$ cat config.mk
export PLATFORM = sky130hd
export DESIGN_NAME = writeback_unit
export DESIGN_NICKNAME = d
export VERILOG_FILES = /design/src/rtl/writeback_unit.sv
export SDC_FILE = /design/constraint.sdc
export NUM_CORES = 1
export LEC_CHECK = 0
export ABC_AREA = 1
export BUFFER_PORTS_ARGS = -buffer_cell sky130_fd_sc_hd__buf_2
export CAP_MARGIN = 20
export CORE_AREA = 3 3 91 93
export CTS_BUF_LIST = sky130_fd_sc_hd__clkbuf_4 sky130_fd_sc_hd__clkbuf_8
export DETAILED_ROUTE_END_ITERATION = 8
export DIE_AREA = 0 0 94 96
export PLACE_DENSITY = 0.94
export SYNTH_ARGS = -nofsm -noshare
export SYNTH_HDL_FRONTEND = slang
export SYNTH_SLANG_ARGS = --single-unit
export TNS_END_PERCENT = 30
$ cat constraint.sdc
create_clock -name clk -period 2.16 [get_ports clk]
set_input_delay 0.216 -clock clk [delete_from_list [all_inputs] [get_ports clk]]
set_output_delay 0.216 -clock clk [all_outputs]
set_load 0.01 [all_outputs]
$ cat src/rtl/writeback_unit.sv
// writeback_unit: EX/WB pipeline register, write-back select, 8x8 register
// file with write-through read ports, and WB->EX forwarding control.
//
// Ports:
//   clk, rst_n            clock (rising edge), async active-low reset
//   EX_WB_*, ALU_out      instruction fields arriving from EX
//   EX_WB_flush           squash the instruction entering WB
//   EX_ID_Rs/Rd_out       operand addresses of the instruction in EX
//   ID_Rs/Rd_addr         decode read addresses
//   ID_Rsdata/ID_Rddata   decode read data (bypassed from WB)
//   WB_mux_out            write-back value of the instruction in WB
//   WB_Rd_out             destination of the instruction in WB
//   WB_regWrite_out       instruction in WB writes the register file
//   ctrl                  forwarding select: [0] Rs operand, [1] Rd operand
module writeback_unit #(
   parameter int DATA_W = 8,
   parameter int ADDR_W = 3
) (
   input  logic              clk,
   input  logic              rst_n,
   input  logic [DATA_W-1:0] EX_WB_Rsdata_in,
   input  logic [DATA_W-1:0] ALU_out,
   input  logic [ADDR_W-1:0] EX_WB_Rd_in,
   input  logic              EX_WB_write_mux_in,
   input  logic              EX_WB_regWrite_in,
   input  logic              EX_WB_flush,
   input  logic [ADDR_W-1:0] EX_ID_Rs_out,
   input  logic [ADDR_W-1:0] EX_ID_Rd_out,
   input  logic [ADDR_W-1:0] ID_Rs_addr,
   input  logic [ADDR_W-1:0] ID_Rd_addr,
   output logic [DATA_W-1:0] ID_Rsdata,
   output logic [DATA_W-1:0] ID_Rddata,
   output logic [DATA_W-1:0] WB_mux_out,
   output logic [ADDR_W-1:0] WB_Rd_out,
   output logic              WB_regWrite_out,
   output logic [1:0]        ctrl
);

   localparam int NREG = 2 ** ADDR_W;

   logic [DATA_W-1:0] rsdata_q;
   logic [DATA_W-1:0] alu_q;
   logic [ADDR_W-1:0] rd_q;
   logic              wmux_q;
   logic              regwrite_q;
   logic              regwrite_d;

   logic [DATA_W-1:0] rf_q [NREG];

   // A flush only kills the write enable; data fields load regardless.
   assign regwrite_d = EX_WB_regWrite_in & ~EX_WB_flush;

   always_ff @(posedge clk or negedge rst_n) begin
      if (!rst_n) begin
         rsdata_q   <= '0;
         alu_q      <= '0;
         rd_q       <= '0;
         wmux_q     <= 1'b0;
         regwrite_q <= 1'b0;
         for (int i = 0; i < NREG; i++) begin
            rf_q[i] <= '0;
         end
      end else begin
         rsdata_q   <= EX_WB_Rsdata_in;
         alu_q      <= ALU_out;
         rd_q       <= EX_WB_Rd_in;
         wmux_q     <= EX_WB_write_mux_in;
         regwrite_q <= regwrite_d;
         // Commits the instruction already in WB, even if the
         // incoming one is being flushed.
         if (regwrite_q) begin
            rf_q[rd_q] <= WB_mux_out;
         end
      end
   end

   assign WB_mux_out      = wmux_q ? alu_q : rsdata_q;
   assign WB_Rd_out       = rd_q;
   assign WB_regWrite_out = regwrite_q;

   // Write-through: a read of the register being written this cycle
   // sees the new value before it commits.
   assign ID_Rsdata = (regwrite_q && (ID_Rs_addr == rd_q))
                    ? WB_mux_out : rf_q[ID_Rs_addr];
   assign ID_Rddata = (regwrite_q && (ID_Rd_addr == rd_q))
                    ? WB_mux_out : rf_q[ID_Rd_addr];

   assign ctrl[0] = regwrite_q & (rd_q == EX_ID_Rs_out);
   assign ctrl[1] = regwrite_q & (rd_q == EX_ID_Rd_out);

endmodule

==> results of run 1 <==
flip-flops by register name (all words and copies together) (netlist names):
| signal | flops |
|---|---|
| rf_q | 64 |
| alu_q | 8 |
| rsdata_q | 8 |
| WB_Rd_out | 3 |
| WB_regWrite_out | 1 |
| wmux_q | 1 |
repair_timing:
action | CTS | global route
endpoints found under the hold margin | 59 | 0
setup endpoints to repair | 0 | 14
hold buffers | 22 | 0
resized for setup | 0 | 2
worst reg2reg max path, stage by stage, from the launching register on:
cell     delay, ns
dfrtp_1       0.61
nand2_4       0.17
nor2_4        0.40
nand2_1       0.14
o21ai_0       0.14
power by group:
part	internal [W]	switching, W	total (W)
clock	0.000565	0.000681	0.00125
combinational	0.000400	0.000803	0.00120
sequential	0.00186	0.0000928	0.00195
Yosys cell counts, types with 3 or more instances:
master,number
nand2_1,247
nand3_1,113
dfrtp_1,85
inv_1,66
o21ai_0,51
buf_2,18
o21ai_2,12
buf_6,11
buf_4,8
mux2_2,8
nor2_4,8
inv_2,7
nor2_1,6
nand2_2,3
nand2_4,3
o21ai_1,3
cell type report:
cell class / count / area [µm²]
Timing Repair Buffer: 94 / 613
Fill cell: 549 / 2060
Clock buffer: 9 / 124
Clock inverter: 7 / 88.8
Multi-Input combinational cell: 461 / 2170
Sequential cell: 85 / 2130
Inverter: 76 / 295
Tap cell: 102 / 128
logic make-up after synthesis:
family | synth area share
flops | 0.434
simple gates | 0.345
buf+inv | 0.123
xor+xnor | 0.00358
mux | 0.0184
compound gates | 0.0766
stage by stage:
stage / setup slack (ns) / area [µm²] / util / total power (W)
finish: 0.0738 / 5550 / 0.729 / 0.00440
global route: -0.00479 / 5550 / 0.729 / 0.00460
CTS: 0.111 / 5550 / 0.729 / 0.00433
detailed placement: 0.529 / 5110 / 0.672 / 0.00308
global placement: 0.564 / 5110 / 0.672 / 0.00302
floorplan: 0.810 / 4900 / - / 0.00275
layer usage:
metal,wire [µm],track usage
met5,0,0
met4,976,0.196
met3,1950,0.117
met2,6920,0.568
met1,5180,0.424
worst max path at each step:
stage,to,cells after the start,slack [ns]
global placement,ID_Rsdata[7],7,0.56
detailed placement,ID_Rddata[6],9,0.53
CTS,ID_Rddata[0],9,0.11
finish,ID_Rddata[7],7,0.07
floorplan,ctrl[1],4,0.81
global route,ID_Rddata[4],7,-0.005
==> results.cfg, run 1 <==
[route]
dr.pass1.iters = 8
remaining_drc_errors = 0
num_vias = 5074
ant_nets = 0
drt-total-wl_um = 15000
wl_per_cell_um = 18.0
dr.first_iter.drc_count = 894
avgViaCountPerCell = 6.08

[clock_tree]
cts_made_buffers = 9
clkTransAtPathRegs_ns = 0.10
cts_buffer_depth = 2
root_buffer = clkbuf_8
clkSinkCount = 85
cts_tree = built
clk_latency_ns = 0.38
htreeDepth = 3
post-cts-setup-buffer-count = 0

[timing]
fin_crit_ns = 2.09
fmax_mhz = 479
setup_viol = 0
slew_violations = 0
finalCritPeriodShare = 0.966
finalSetupTns_ns = 0
hold_viol = 0
fin_skew_ns = 0.0141
whs_ns = 0.0596
worst_pin_slew_ns = 0.590
slew_headroom = 0.606

[min_path]
hold_depth = 3
min-delay-start = EX_WB_regWrite_in
min_to = WB_regWrite_out
hold_class = in2reg

[floorplanning]
start_util = 0.644
dieArea_mm2 = 0.00902
placeableCoreArea_mm2 = 0.00761
io_pins = 66
dieHeight_um = 96
core.rowCount = 32
die_x_um = 94

[synth]
syn_inst = 662
async_flop_share = 1.00
syn_avg_cell_area_um2 = 7.40
synth_nets = 698
yosys.area.top_type_share = 0.434
synth_cell_types = 25
synthTopCellsByArea = dfrtp_1 43%, nand2_1 19%, nand3_1 12%
ys_seq_area_frac = 0.434
yosys_warnings = 0
ys_seq_elements = 85
synthesis.area_mm2 = 0.00490
yosys.area.top_type = dfrtp_1
synth_top_flop_cell = dfrtp_1
synth_edf_count = 0

[worst_setup_path]
required_ns = 1.94
worstReg2RegStart = WB_regWrite_out
worst-path-buf-inv = 2
reg2reg_to = rf_q[2]
ff2ff_path_depth = 4
worst_path_largest_cell_delay_ns = 0.61
critical_path_arrival_ns = 1.87
critPathSlowestCell = dfrtp_1
cpMostUsedCell = nand2_1
critPathCaptureType = primary output
reg2reg_slack_ns = 0.61
cp-start-kind = register
crit_chain = nand2_1, nor2_1, nand2_2, inv_4, nand2_1, nand2_1, buf_2
crit_path_start = WB_regWrite_out
path_delay_family = flip-flops
worstSetupPathType = reg2out
cp_max_fo = 9

[power]
leakage_nw = 2.84
irDropWorstVdd_mv = 0.727
power_density_mw_per_mm2 = 793

[global_route]
grt_pass1_vias = 4948
grtUsageTotal = 0.355
grt_pass1_wl_um = 24100
antenna_found_initial = 0
grt_start_max_net_pins = 48
overflow = 0

[final_layout]
diodes = 0
layout.cells.non_filler = 834
nNetsFinal = 763
drive_above_1_share = 0.187
mostFrequentLayoutCells = 247 x nand2_1, 113 x nand3_1, 83 x dfrtp_1
area_delta_synth_final_pct = 13.3
final_common_cell = nand2_1

[placed_design]
dpl.cell_count = 796
io_buffers = 65
dp_hpwl_um = 9380
routabilityCongestion = 1.01

[outcome]
outcome = completed

[flow_run]
max_cap_violations = 0
Note: power is estimated with default switching activity, not from simulation.
==> run 2, diff against run 1 <==
CORE_AREA = 3 3 127 68   (was 3 3 91 93)
DIE_AREA = 0 0 130 71   (was 0 0 94 96)
==> run 2 against run 1 <==
Global-route usage fell by 0.89 points. Total power fell by 1.6%. Worst hold slack got worse by 0.026 ns. Final area rose by 1.0%. Non-clock buffer count rose by 6. Final cell count rose by 0.48%. Die area rose by 2.3%. Setup slack got worse by 0.0078 ns. Combinational power barely moved. Clock-buffer cell count rose by 4. Critical path type unchanged. Largest cell class unchanged.
==> results.cfg, run 2 (synthesized netlist as in run 1, its figures left out) <==
[outcome]
outcome = completed

[worst_setup_path]
reg2reg_to = rf_q[31]
critPathCaptureType = primary output
crit_path_start = WB_Rd_out[2]
worstSetupPathType = reg2out
reg2reg_slack_ns = 0.63
cp_max_fo = 9
ff2ff_path_depth = 5
cp-start-kind = register
worstReg2RegStart = WB_Rd_out[0]
critical_path_arrival_ns = 1.88
required_ns = 1.94
endpoint = ID_Rddata[2]

[min_path]
min-delay-start = EX_WB_regWrite_in
hold_class = in2reg

[floorplanning]
die_x_um = 130
dieHeight_um = 71
core.rowCount = 23
io_pins = 66
placeableCoreArea_mm2 = 0.00774
start_util = 0.633
dieArea_mm2 = 0.00923

[clock_tree]
clkSinkCount = 85
cts_made_buffers = 9
root_buffer = clkbuf_8
clk_latency_ns = 0.38
htreeDepth = 3
cts_buffer_depth = 2
clkTransAtPathRegs_ns = 0.08
cts_tree = built

[timing]
setup_viol = 0
whs_ns = 0.0336
finalCritPeriodShare = 0.969
worst_pin_slew_ns = 0.698
fmax_mhz = 478
slew_violations = 0
rsz0062_at_grt = false
fin_crit_ns = 2.09
hold_viol = 0
finalSetupTns_ns = 0
fin_ws_ns = 0.0660
slew_headroom = 0.534
fin_skew_ns = 0.00974

[global_route]
grt_pass1_vias = 4684
grt_start_max_net_pins = 50
antenna_found_initial = 0
grt_pass1_wl_um = 24200
overflow = 0
grtUsageTotal = 0.346

[final_layout]
largest_reg_flops = 64
final_util = 0.724
area_delta_synth_final_pct = 14.4
diodes = 0
layout.cells.non_filler = 838
final_common_cell = nand2_1
nNetsFinal = 769
drive_above_1_share = 0.196
largest-register = rf_q
reg_top3 = rf_q (64), alu_q (8), rsdata_q (8)
mostFrequentLayoutCells = 247 x nand2_1, 113 x nand3_1, 82 x dfrtp_1

[route]
dr.first_iter.drc_count = 865
ant_nets = 0
dr.pass1.iters = 6
drt-total-wl_um = 15300
wl_per_cell_um = 18.2
met2_length_um = 6300
num_vias = 4910
dr_wl_met3_um = 2270
m1WireLength_um = 6220
remaining_drc_errors = 0
top_layer = met5
avgViaCountPerCell = 5.86

[power]
power_density_mw_per_mm2 = 773
irDropWorstVdd_mv = 0.460
leakage_nw = 2.87

[placed_design]
dp_hpwl_um = 10200
dpl.cell_count = 797
post-place-ws_ns = 0.400
routabilityCongestion = 1.01
io_buffers = 65

[flow_run]
max_cap_violations = 0
## run 2: worst min-delay path by stage
stage                       to  slack, ns  cells after the start
2_1_floorplan     WB_Rd_out[0]      -0.08                      0
3_3_place_gp          alu_q[6]       0.21                      1
3_5_place_dp       rsdata_q[6]       0.22                      1
6_report       WB_regWrite_out       0.03                      3
5_1_grt        WB_regWrite_out       0.05                      3
4_1_cts        WB_regWrite_out       0.03                      3
## run 2: what timing repair did
action,CTS,global route
hold endpoints to repair,57,0
setup endpoints to repair,1,8
hold buffers,22,0
setup buffers,0,3
gates resized for setup,1,4
## run 2: final cells by class
| cell class | instances | area (µm²) |
|---|---|---|
| repair buffers | 100 | 671 |
| flip-flops and latches | 85 | 2130 |
| multi-input cells | 461 | 2180 |
| well taps | 100 | 125 |
| clock buffers | 13 | 160 |
| inverters | 76 | 295 |
| clock inverters | 3 | 45.0 |
| fillers | 612 | 2140 |
## run 2: critical path, stage by stage, from the launching register on
cell and delay [ns]:
dfrtp_2 0.44, inv_2 0.07, nand2_1 0.06, nand2_1 0.05
nor2_1 0.17, nand2_4 0.16, inv_4 0.16, nand2_1 0.06
nand2_1 0.16, buf_2 0.16
## run 2: metal layers
layer,GRT usage,up-vias
li1,-,2224
met3,0.115,55
met1,0.502,2241
met5,0.0535,-
met4,0.109,2
met2,0.486,388
## run 2: metrics by stage
stage / total power, W / instance area [µm²]
floorplan: 0.00275 / 4900
global placement: 0.00304 / 5150
detailed placement: 0.00310 / 5150
CTS: 0.00430 / 5570
global route: 0.00456 / 5610
finish: 0.00433 / 5610
## run 2: where the power goes
group          internal, W  switching (W)  total (W)
Clock             0.000605       0.000575    0.00118
Sequential         0.00186      0.0000947    0.00196
Combinational     0.000409       0.000786    0.00120
Total              0.00288        0.00146    0.00433
==> run 3, diff against run 2 <==
CORE_AREA = 2 2 126 67   (was 3 3 127 68)
DIE_AREA = 0 0 128 69   (was 0 0 130 71)
GPL_TIMING_DRIVEN = 0   (was default)
==> run 3 against run 2 <==
Global-route usage increased by 3.4 points. Setup slack got worse by 0.0090 ns. Final cell count increased by 2.6%. Combinational power increased by 4%. Non-clock buffer count increased by 22. Critical path depth decreased by 3. Utilization increased by 2.3 points. Clock-buffer cell count decreased by 3. Via count increased by 4.9%. Routed wire length increased by 6.6%. Clock power about the same. First-iteration DRC count decreased by 20%. Largest cell class unchanged. Largest power group unchanged.
==> results.cfg, run 3 (synthesized netlist as in run 1, its figures left out) <==
[outcome]
outcome = completed

[route]
wl_per_cell_um = 18.9
ant_nets = 0
remaining_drc_errors = 0
dr.pass1.iters = 6
avgViaCountPerCell = 5.99
drt-total-wl_um = 16300
num_vias = 5153
dr.first_iter.drc_count = 696

[placed_design]
place_area_mm2 = 0.00534
dp_hpwl_um = 11500
routabilityCongestion = 1.06
io_buffers = 59

[floorplanning]
die_x_um = 128
dieHeight_um = 69
io_pins = 66
start_util = 0.635
dieArea_mm2 = 0.00883
core.rowCount = 23
placeableCoreArea_mm2 = 0.00771

[worst_setup_path]
cp_max_fo = 10
critPathCaptureType = primary output
path_delay_family = buffers and inverters
worst-path-buf-inv = 3
worstReg2RegStart = WB_Rd_out[2]
reg2reg_to = rf_q[46]
critPathSlowestCell = mux2_2
crit_chain = buf_4, mux2_2, buf_4, nand2_1, nand2_1, buf_2
worstSetupPathType = reg2out
ff2ff_path_depth = 7
required_ns = 1.94
reg2reg_slack_ns = 0.68
worst_path_largest_cell_delay_ns = 0.37
critical_path_arrival_ns = 1.89
cp-start-kind = register

[timing]
finalCritPeriodShare = 0.974
worst_pin_slew_ns = 0.599
setup_viol = 0
fin_crit_ns = 2.10
fmax_mhz = 476
slew_violations = 0
slew_headroom = 0.601
hold_viol = 0
fin_skew_ns = 0.0104
rsz0062_at_grt = false
finalSetupTns_ns = 0

[clock_tree]
cts_buffer_depth = 2
clkSinkCount = 85
cts_made_buffers = 9
post-cts-setup-buffer-count = 0
cts_tree = built
htreeDepth = 3
clk_latency_ns = 0.38
clkTransAtPathRegs_ns = 0.09
root_buffer = clkbuf_8

[min_path]
hold_depth = 3
min_to = WB_regWrite_out
min-delay-start = EX_WB_regWrite_in
hold_class = in2reg

[global_route]
overflow = 0
grt_pass1_wl_um = 25400
grt_start_max_net_pins = 46
grtUsageTotal = 0.380
antenna_found_initial = 1
grt_pass1_vias = 4842

[final_layout]
final_common_cell = nand2_1
largest-register = rf_q
nNetsFinal = 791
area_delta_synth_final_pct = 17.7
largest_reg_flops = 64
reg_top3 = rf_q (64), alu_q (8), rsdata_q (8)
mostFrequentLayoutCells = 247 x nand2_1, 113 x nand3_1, 82 x dfrtp_1
diodes = 0
fin_area_mm2 = 0.00576
final_util = 0.747
drive_above_1_share = 0.217

[power]
p_int_w = 0.00284
leakage_nw = 2.97
power_density_mw_per_mm2 = 758
p_comb_frac = 0.287
p_switching_w = 0.00153
irDropWorstVdd_mv = 0.492
pwr-share-seq = 0.446
swShare = 0.350
clkPwrFrac = 0.267

[flow_run]
max_cap_violations = 0
## run 3: layout make-up
cell class | count | area (µm²)
clock buffer | 10 | 131
multi-input combinational | 461 | 2170
sequential | 85 | 2130
fill | 584 | 1950
buffer | 40 | 308
clock inverter | 6 | 63.8
inverter | 76 | 295
timing repair buffer | 82 | 538
tap | 100 | 125
## run 3: worst max path at each step
stage                            start           end  slack, ns  cells after the start
final                           wmux_q  ID_Rsdata[0]       0.06                      6
after global routing      WB_Rd_out[2]  ID_Rsdata[0]      0.007                     10
after CTS                       wmux_q  ID_Rsdata[0]       0.06                      6
after detailed placement        wmux_q  ID_Rsdata[0]       0.47                      6
after global placement           rst_n      rf_q[32]       0.21                      1
after floorplan           WB_Rd_out[0]       ctrl[1]       0.81                      4
## run 3: timing repair
item / in CTS / in global routing
setup endpoints to repair: 0 / 7
resized for setup: 0 / 5
hold endpoints to repair: 61 / 0
hold buffers: 22 / 0
## run 3: per-stage QoR
step,setup WS (ns),power [W],hold WS [ns],instances
after detailed placement,0.473,0.00315,0.245,822
after global routing,0.00724,0.00457,0.0532,860
after CTS,0.0625,0.00431,0.0256,860
after floorplan,0.810,0.00275,-0.0796,662
final,0.0570,0.00437,0.0369,860
after global placement,0.210,0.00308,0.324,821
## run 3: worst min-delay path, cell delays in order
cell and delay (ns):
buf_2 0.10, inv_1 0.05, nor2_1 0.03
## run 3: power by group through the flow
stage / clock [W] / combinational [W] / sequential, W
after floorplan: 0 / 0.000799 / 0.00195
after global placement: 0 / 0.00112 / 0.00196
after detailed placement: 0 / 0.00117 / 0.00197
after CTS: 0.00115 / 0.00121 / 0.00194
after global routing: 0.00123 / 0.00138 / 0.00197
final: 0.00117 / 0.00125 / 0.00195
## run 3: layer usage
layer	vias up	wire length, µm	global-route usage	share of wire
met5	-	12	0	0.00074
met4	2	320	0.0952	0.020
met3	56	2500	0.124	0.15
met2	430	6710	0.535	0.41
met1	2399	6740	0.565	0.41
li1	2266	-	-	-
